<file path="src/rtl/mmio_console.sv">
// mmio_console: memory-mapped byte console (TX FIFO + UART serializer) with a sticky tohost exit latch.
// Define MMIO_CONSOLE_PARITY_EN to insert an even-parity bit between the data bits and the stop bit.
module mmio_console #(
  parameter int unsigned CLK_DIV    = 16,
  parameter int unsigned DEPTH_LOG2 = 3
) (
  input  logic        clk,
  input  logic        rst,
  input  logic        valid,
  input  logic        write,
  input  logic [3:0]  wmask,
  input  logic [31:0] wdata,
  input  logic [31:0] addr,
  output logic [31:0] rdata,
  output logic        hit,
  output logic        tx,
  output logic        exit,
  output logic [30:0] exit_code,
  output logic [2:0]  o_dbg_state
);

  localparam logic [31:0] ADDR_DATA   = 32'h1000_0000;
  localparam logic [31:0] ADDR_STATUS = 32'h1000_0004;
  localparam logic [31:0] ADDR_TOHOST = 32'h1000_1000;
  localparam int unsigned DEPTH       = 1 << DEPTH_LOG2;

  localparam logic [DEPTH_LOG2-1:0] PTR_ONE     = DEPTH_LOG2'(1);
  localparam logic [DEPTH_LOG2:0]   CNT_ONE     = (DEPTH_LOG2+1)'(1);
  localparam logic [DEPTH_LOG2:0]   CNT_FULL    = (DEPTH_LOG2+1)'(DEPTH);
  localparam logic [15:0]           BAUD_RELOAD = 16'(CLK_DIV - 1);

  typedef enum logic [2:0] {
    IDLE   = 3'd0,
    START  = 3'd1,
    DATA   = 3'd2,
`ifdef MMIO_CONSOLE_PARITY_EN
    PARITY = 3'd3,
`endif
    STOP   = 3'd4
  } state_t;

  // Bus handshake: a request is a single cycle with valid=1; there is no back-pressure,
  // hit answers combinationally in that cycle and rdata answers exactly one cycle later.
  logic w_sel_data, w_sel_status, w_sel_tohost;
  logic w_wr, w_rd, w_push, w_pop, w_push_ok, w_drop, w_clr, w_set_exit;
  logic w_empty, w_full, w_baud_done, w_tx;
  logic w_unused;
  logic [31:0] w_status;
  state_t w_state_next;

  logic [7:0]            r_mem [DEPTH];
  logic [DEPTH_LOG2-1:0] r_wr_ptr, r_rd_ptr;
  logic [DEPTH_LOG2:0]   r_count;
  logic                  r_overflow;
  logic [31:0]           r_rdata;
  logic                  r_exit;
  logic [30:0]           r_exit_code;
  state_t                r_state;
  logic [15:0]           r_baud;
  logic [2:0]            r_bit_idx;
  logic [7:0]            r_tx_byte;

  assign w_sel_data   = (addr == ADDR_DATA);
  assign w_sel_status = (addr == ADDR_STATUS);
  assign w_sel_tohost = (addr == ADDR_TOHOST);
  assign w_wr         = valid && write;
  assign w_rd         = valid && !write;
  assign hit          = valid && (w_sel_data || w_sel_status || w_sel_tohost);

  assign w_empty    = (r_count == '0);
  assign w_full     = (r_count == CNT_FULL);
  assign w_push     = w_wr && w_sel_data && wmask[0];
  assign w_pop      = (r_state == IDLE) && !w_empty;
  // A pop in the same cycle frees the slot, so a push into a full FIFO still lands.
  assign w_push_ok  = w_push && (!w_full || w_pop);
  assign w_drop     = w_push && w_full && !w_pop;
  assign w_clr      = w_wr && w_sel_status && wmask[3] && wdata[31];
  assign w_set_exit = w_wr && w_sel_tohost && wmask[0] && wdata[0] && !r_exit;
  assign w_unused   = ^wmask[2:1];

  assign w_status = {r_overflow, 20'd0, w_empty, w_full, (r_state != IDLE), 1'b0, 7'(r_count)};

  always_ff @(posedge clk) begin
    if (rst) begin
      r_wr_ptr   <= '0;
      r_rd_ptr   <= '0;
      r_count    <= '0;
      r_overflow <= 1'b0;
    end else begin
      if (w_push_ok) r_wr_ptr <= r_wr_ptr + PTR_ONE;
      if (w_pop)     r_rd_ptr <= r_rd_ptr + PTR_ONE;
      case ({w_push_ok, w_pop})
        2'b10:   r_count <= r_count + CNT_ONE;
        2'b01:   r_count <= r_count - CNT_ONE;
        default: r_count <= r_count;
      endcase
      // A dropping push wins over a clear in the same cycle.
      if (w_drop)     r_overflow <= 1'b1;
      else if (w_clr) r_overflow <= 1'b0;
    end
  end

  always_ff @(posedge clk) begin
    if (!rst && w_push_ok) r_mem[r_wr_ptr] <= wdata[7:0];
  end

  always_ff @(posedge clk) begin
    if (rst) begin
      r_rdata     <= '0;
      r_exit      <= 1'b0;
      r_exit_code <= '0;
    end else begin
      r_rdata <= (w_rd && w_sel_status) ? w_status : 32'd0;
      if (w_set_exit) begin
        r_exit      <= 1'b1;
        r_exit_code <= wdata[31:1];
      end
    end
  end

  assign w_baud_done = (r_baud == 16'd0);

  always_comb begin
    w_state_next = r_state;
    w_tx         = 1'b1;
    case (r_state)
      IDLE: begin
        if (!w_empty) w_state_next = START;
      end
      START: begin
        w_tx = 1'b0;
        if (w_baud_done) w_state_next = DATA;
      end
      DATA: begin
        w_tx = r_tx_byte[r_bit_idx];
        if (w_baud_done && (r_bit_idx == 3'd7)) begin
`ifdef MMIO_CONSOLE_PARITY_EN
          w_state_next = PARITY;
`else
          w_state_next = STOP;
`endif
        end
      end
`ifdef MMIO_CONSOLE_PARITY_EN
      PARITY: begin
        w_tx = ^r_tx_byte;
        if (w_baud_done) w_state_next = STOP;
      end
`endif
      STOP: begin
        if (w_baud_done) w_state_next = IDLE;
      end
      default: w_state_next = IDLE;
    endcase
  end

  always_ff @(posedge clk) begin
    if (rst) begin
      r_state   <= IDLE;
      r_baud    <= 16'd0;
      r_bit_idx <= 3'd0;
      r_tx_byte <= 8'd0;
    end else begin
      r_state <= w_state_next;
      if (r_state == IDLE) begin
        if (w_pop) begin
          r_tx_byte <= r_mem[r_rd_ptr];
          r_baud    <= BAUD_RELOAD;
          r_bit_idx <= 3'd0;
        end
      end else if (w_baud_done) begin
        r_baud <= BAUD_RELOAD;
        if (r_state == DATA) r_bit_idx <= r_bit_idx + 3'd1;
      end else begin
        r_baud <= r_baud - 16'd1;
      end
    end
  end

  // The line is forced idle while reset is held so an aborted frame never leaks a low bit.
  assign tx          = rst | w_tx;
  assign rdata       = r_rdata;
  assign exit        = r_exit;
  assign exit_code   = r_exit_code;
  assign o_dbg_state = r_state;

endmodule

</file>
<file path="config.mk">
export PLATFORM = sky130hd
export DESIGN_NAME = mmio_console
export DESIGN_NICKNAME = d
export VERILOG_FILES = /design/src/rtl/mmio_console.sv
export SDC_FILE = /design/constraint.sdc
export NUM_CORES = 1
export LEC_CHECK = 0
export CORE_ASPECT_RATIO = 0.8
export CORE_MARGIN = 2
export CORE_UTILIZATION = 51
export CTS_BUF_LIST = sky130_fd_sc_hd__clkbuf_4 sky130_fd_sc_hd__clkbuf_8
export DETAILED_ROUTE_END_ITERATION = 8
export PLACE_DENSITY = 0.84
export REMOVE_ABC_BUFFERS = 1
export SLEW_MARGIN = 10
export SYNTH_ARGS = -nofsm -noshare
export SYNTH_HDL_FRONTEND = slang
export SYNTH_SLANG_ARGS = --single-unit
</file>
<file path="constraint.sdc">
create_clock -name clk -period 3.55 [get_ports clk]
set_clock_uncertainty 0.2 [all_clocks]
set_input_delay 0.355 -clock clk [delete_from_list [all_inputs] [get_ports clk]]
set_output_delay 0.355 -clock clk [all_outputs]
set_load 0.02 [all_outputs]
</file>
# --- Word level (Yosys, flattened, before mapping) ---
# Memories as Yosys holds them, arrays and structs flattened. A register that Yosys moved wholly into a read port is not among the register bits.
# Cells that the tools add are included.
classes:
  magnitude_cmp: 1
  div: 0
  mux: 20
  n_bitwise: 2
  shifts: 0
  addsub: 6
  eq_ne: 15
  n_reduce_logical: 40
  mul: 0
op_table:
  columns: ["cell", "count"]
  rows:
  - ["32-bit by 29-bit == test with 1-bit output (second input constant)", 3]
  - ["16-bit two-way mux", 3]
  - ["3-bit two-way mux", 8]
  - ["1-bit logical AND", 19]
  - ["16-bit zero test", 1]
  - ["16-bit by 1-bit subtractor with 16-bit output (second input constant)", 1]
  - ["3-bit one-hot mux with 4 select lines", 1]
  - ["2-bit != test (second input constant)", 5]
  - ["3-bit by 1-bit adder with 3-bit output (second input constant)", 3]
  - ["4-bit one-hot mux with 2 select lines", 1]
  - ["2-bit nonzero test", 4]
  - ["3-bit == test (second input constant)", 2]
  - ["1-bit zero test", 6]
  - ["1-bit two-way mux", 5]
  - ["4-bit by 1-bit adder with 4-bit output (second input constant)", 1]
  - ["4-bit == test (second input constant)", 1]
  - ["4-bit zero test", 1]
  - ["3-bit by 4-bit less-than comparator with 1-bit output (second input constant)", 1]
  - ["4-bit AND reduction", 1]
  - ["4-bit by 1-bit subtractor with 4-bit output (second input constant)", 1]
  - ["1-bit binary-select mux with 3-bit select", 1]
  - ["3-bit by 1-bit == test with 1-bit output (second input constant)", 1]
  - ["3-bit by 2-bit == test with 1-bit output (second input constant)", 1]
  - ["3-bit zero test", 1]
  - ["other kinds (10)", 12]
word_totals:
  output_inout_bits: 69
  input_bits: 72
  ram_bits: 64
  word_cells: 96
  mem_count: 1
  regBits: 97
  rom_bits: 0
  latchBits: 0
memory_table:
  columns: ["name", "words", "width", "rd", "rd_ports_with_merged_regs", "write_ports", "line", "source"]
  rows:
  - ["r_mem", 8, 8, 1, 1, 1, "51", "logic [7:0] r_mem [DEPTH];"]

# --- Logic depth before layout (Yosys ltp) ---
logic_depth:
  depth_word: 8
  mapped_depth: 12
  depth_no_buf: 11

# --- Least setup slack after synthesis ---
# No wires, ideal clock.
synth_timing:
  path_type: "flip-flop to flip-flop"
  startpoint: "register r_state[0], in the netlist o_dbg_state[0]"
  endpoint: "register r_count[3]"
  setup_slack_ps: 602
  synth_period_minus_slack_ps: 2948
  t_arrival_ps: 2677
  setup_ps: 70
  n_path_buf: 1
  stages_incl_launch_ff: 13
  required_time_ps: 3280
  cell_sequence: "dfxtp_1 clkbuf_1 nor3_4 o21bai_1 nor4_4 inv_1 ha_1 ha_1 a21o_1 a21oi_1 xnor2_1 or3_1 a21oi_1"
synth_via:
  elab_chain_len: 6
  elab_cells_between_ends: 8
  classes_between: "2 x eq/ne; 1 x mux; 5 x reduce/logical"
synth_lines:
  columns: ["element", "line", "source"]
  rows:
  - ["from (decl)", "58", "state_t r_state;"]
  - ["from (signal assigned)", "164", "r_state <= w_state_next;"]
  - ["3-bit zero test (*)", "73", "assign w_pop = (r_state == IDLE) && !w_empty;"]
  - ["1-bit logical AND (*)", "73", null]
  - ["1-bit logical OR", "75", "assign w_push_ok = w_push && (!w_full || w_pop);"]
  - ["1-bit logical AND", "75", null]
  - ["2-bit by 1-bit == test with 1-bit output or 2-bit == test (tied branches)", "92", "case ({w_push_ok, w_pop})"]
  - ["4-bit one-hot mux with 2 select lines or 2-bit nonzero test (tied branches)", null, null]
  - ["to (signal assigned)", "93", "2'b10: r_count <= r_count + CNT_ONE;"]
  - ["to (signal assigned)", "94", "2'b01: r_count <= r_count - CNT_ONE;"]
  - ["to (signal assigned)", "95", "default: r_count <= r_count;"]
  - ["to (decl)", "53", "logic [DEPTH_LOG2:0] r_count;"]
# Every way passes the cells marked *; elsewhere a longest branch is shown, timed or not.
# A chain may end at the register's enable or synchronous reset.

# --- Final worst setup path ---
layout_timing:
  startpoint: "input addr[21]"
  endpoint: "output hit"
layout_via:
  elab_chain_len: 4
  elab_cells_between_ends: 6
  classes_between: "3 x eq/ne; 3 x reduce/logical"
layout_lines:
  columns: ["element", "line", "source"]
  rows:
  - ["from (decl)", "13", "input logic [31:0] addr,"]
  - ["32-bit by 29-bit == test with 1-bit output, on equally long branches", "63, 64", null]
  - ["1-bit logical OR", "68", "assign hit = valid && (w_sel_data || w_sel_status || w_sel_tohost);"]
  - ["1-bit logical OR (*)", "68", null]
  - ["1-bit logical AND (*)", "68", null]
  - ["to (decl)", "15", "output logic hit,"]
# Marked as above.

==> flow_metrics.py <==
metrics = {
    "outcome": {
        "status": "finished, final reports clean",
    },
    "drt": {
        "postRouteAntennaNets": 0,
        "route.detailed.wl_per_inst_um": 16.89,
        "drt_drc_violations_left": 0,
        "via_per_inst": 5.462,
        "dr.first_iter.drc_count": 263,
        "wl_um": 13730,
        "vias": 4441,
        "drt_first_pass_iters": 4,
    },
    "floorplanning": {
        "die_h_um": 103.9,
        "pin_count": 141,
        "die_x_um": 128.9,
        "initial_utilization_pct": 52.29,
        "core_um2": 12160,
        "dieArea_um2": 13380,
        "num_rows": 36,
    },
    "timing": {
        "period_minus_slack_ps": 3210,
        "slew_violations": 0,
        "rsz0062_at_grt": "false",
        "worstMarginPinSlew_ps": 889.1,
        "fin_crit_sh_pct": 90.41,
        "slew_headroom_pct": 40.65,
        "hold_viol": 0,
        "max_freq_mhz": 311.6,
        "setup_viol": 0,
        "tns_ps": 0,
    },
    "global_route": {
        "first_global_vias": 4493,
        "grt_max_degree": 34,
        "antenna_found_initial": 0,
        "grt_overflow": 0,
        "grt_pass1_wl_um": 22340,
        "grt_usage_pct": 21.47,
    },
    "clocking": {
        "cts_tree": "built",
        "clk_pin_slew_ps": 90,
        "cts_max_level": 4,
        "cts_made_buffers": 17,
        "numClockSinks": 145,
        "holdBufCountCts": 0,
        "cts_root_buffer": "clkbuf_8",
        "cts_setup_buffers": 0,
        "ctsResizeCount": 0,
        "cts_buffer_depth": 2,
        "clock_latency_ps": 470,
    },
    "cells_and_area": {
        "diodes": 0,
        "final_common_cell": "clkdlybuf4s50_1",
        "syn_to_final_growth_pct": 26.07,
        "final_cell_mix": "clkdlybuf4s50_1 (113), dfxtp_1 (81), nor2_1 (78)",
        "nets": 730,
        "final_area_um2": 8018,
        "layoutNonFillerInstCount": 813,
        "fillers": 886,
        "drive_above_1_share_pct": 11.80,
    },
    "yosys": {
        "netlist_instances": 527,
        "synthArstFlopShare_pct": 0,
        "synthTopCellsByArea": "edfxtp_1 (30%), dfxtp_1 (25%), mux2i_1 (6.6%), mux4_2 (6.4%), nor2_1 (4.6%)",
        "ys.flop_type": "dfxtp_1",
        "synth_cell_type_count": 52,
        "yosys.area.top_type": "edfxtp_1",
        "synth-warning-count": 0,
        "synthesis.area_um2": 6360,
        "syn_avg_cell_area_um2": 12.07,
        "synth_enable_flop_cells": 64,
        "synth-seq-area-share_pct": 55.72,
        "ys_ff_latch": 145,
        "synth_top_area_share_pct": 30.22,
    },
    "placement": {
        "place_area_um2": 7580,
        "routabilityCongestion": 0.8568,
        "io_buffers": 114,
        "place_inst": 781,
        "dpl.hpwl_um": 9547,
    },
    "worst_setup_path": {
        "max_stage_delay_ps": 650,
        "critPathLaunchType": "input port",
        "crit_family": "buffers and inverters",
        "arrival_ps": 2650,
        "required_ps": 2990,
        "critical_path.max_fanout": 9,
        "worstSetupPathType": "in -> out",
        "timing.critical_path.buf_inv": 2,
        "crit_top_cell": "clkdlybuf4s50_1",
        "critPathCaptureType": "output pin",
        "slowest_stage": "clkdlybuf4s50_1",
        "path_cells": "clkdlybuf4s50_1 > nor4_4 > nand4_4 > or2_1 > a211oi_1 > clkdlybuf4s50_1",
    },
    "power_and_ir_drop": {
        "switching_power_uw": 867.0,
        "ir_worst_vdd_mv": 0.2776,
        "combPwrFrac_pct": 6.3,
        "power.total_uw": 3384,
        "p_int_uw": 2517,
        "clkPwrFrac_pct": 41.9,
        "switching_share_pct": 25.62,
        "cellLeakagePower_uw": 0.002790,
        "power.share.sequential_pct": 51.8,
        "cellPowerDensity_nw_per_um2": 422.0,
    },
    "worst_hold_path": {
        "holdCritPathClass": "in -> reg",
    },
    "job": {
        "maxCapViolCount": 0,
    },
}
[cells in the mapped netlist, types with 11 or more instances]
master    instances
dfxtp_1          81
nor2_1           78
edfxtp_1         64
mux2i_1          42
buf_4            24
nand2_1          22
nor3_1           19
mux4_2           18
a21oi_1          16
nor4_1           16
clkbuf_1         13
a211oi_1         11
[cell type report]
class / count / area (µm²) / area share [%]
clock buffers: 17 / 234.0 / 2.918
clock inverters: 15 / 203.9 / 2.544
inverters: 7 / 26.28 / 0.3277
multi-input cells: 347 / 2564 / 31.98
flip-flops and latches: 145 / 3543 / 44.19
well taps: 152 / 190.2 / 2.372
repair buffers: 130 / 1256 / 15.67
[power by group through the flow]
stage                     logic [µW]  registers [µW]  clock network, µW
after floorplan                 88.0            1790                  0
after global placement           203            1790                  0
after detailed placement         211            1790                  0
after CTS                        213            1750               1440
after global routing             229            1750               1510
final                            213            1750               1420
[kinds of logic after synthesis]
group | Yosys count | share of synthesized area (%)
compound gates | 60 | 5.941
simple gates | 181 | 16.19
buf+inv | 58 | 5.331
xor+xnor | 11 | 1.515
fa+ha+maj | 10 | 2.085
mux | 61 | 13.16
flops | 145 | 55.72
other cells | 1 | 0.05896
[stage by stage]
stage / utilization (%) / worst slack [ps] / hold WS, ps
2_1_floorplan: - / 202.6 / 224.1
3_3_place_gp: 62.33 / 218.6 / 257.9
3_5_place_dp: 62.33 / 64.96 / 267.1
4_1_cts: 65.93 / 314.8 / 179.8
5_1_grt: 65.93 / 196.4 / 204.3
6_report: 65.93 / 340.3 / 198.6
[per-layer routing]
layer / wire [µm] / global-route usage, % / vias to the layer above
met4: 177 / 6.755 / 0
met3: 937 / 7.202 / 17
met1: 5614 / 25.88 / 2141
met2: 7005 / 36.32 / 153
met5: 0 / 0 / -
li1: - / - / 2130
[registers in the layout, indices dropped and copies added, names as in the netlist]
name	cells
r_mem	64
exit_code	31
r_baud	16
r_tx_byte	8
rdata	8
r_count	4
o_dbg_state	3
r_bit_idx	3
r_rd_ptr	3
r_wr_ptr	3
exit	1
r_overflow	1
[worst paths after layout]
path,startpoint,to,slack (ps),cells after the start
worst max-delay path,addr[21],hit,340,6
worst min-delay path,rst,exit_code[0],200,2
worst max register to register,r_count[0],r_count[3],480,11
worst min register to register,r_overflow,r_overflow,290,2
(Power assumes the default switching activity.)
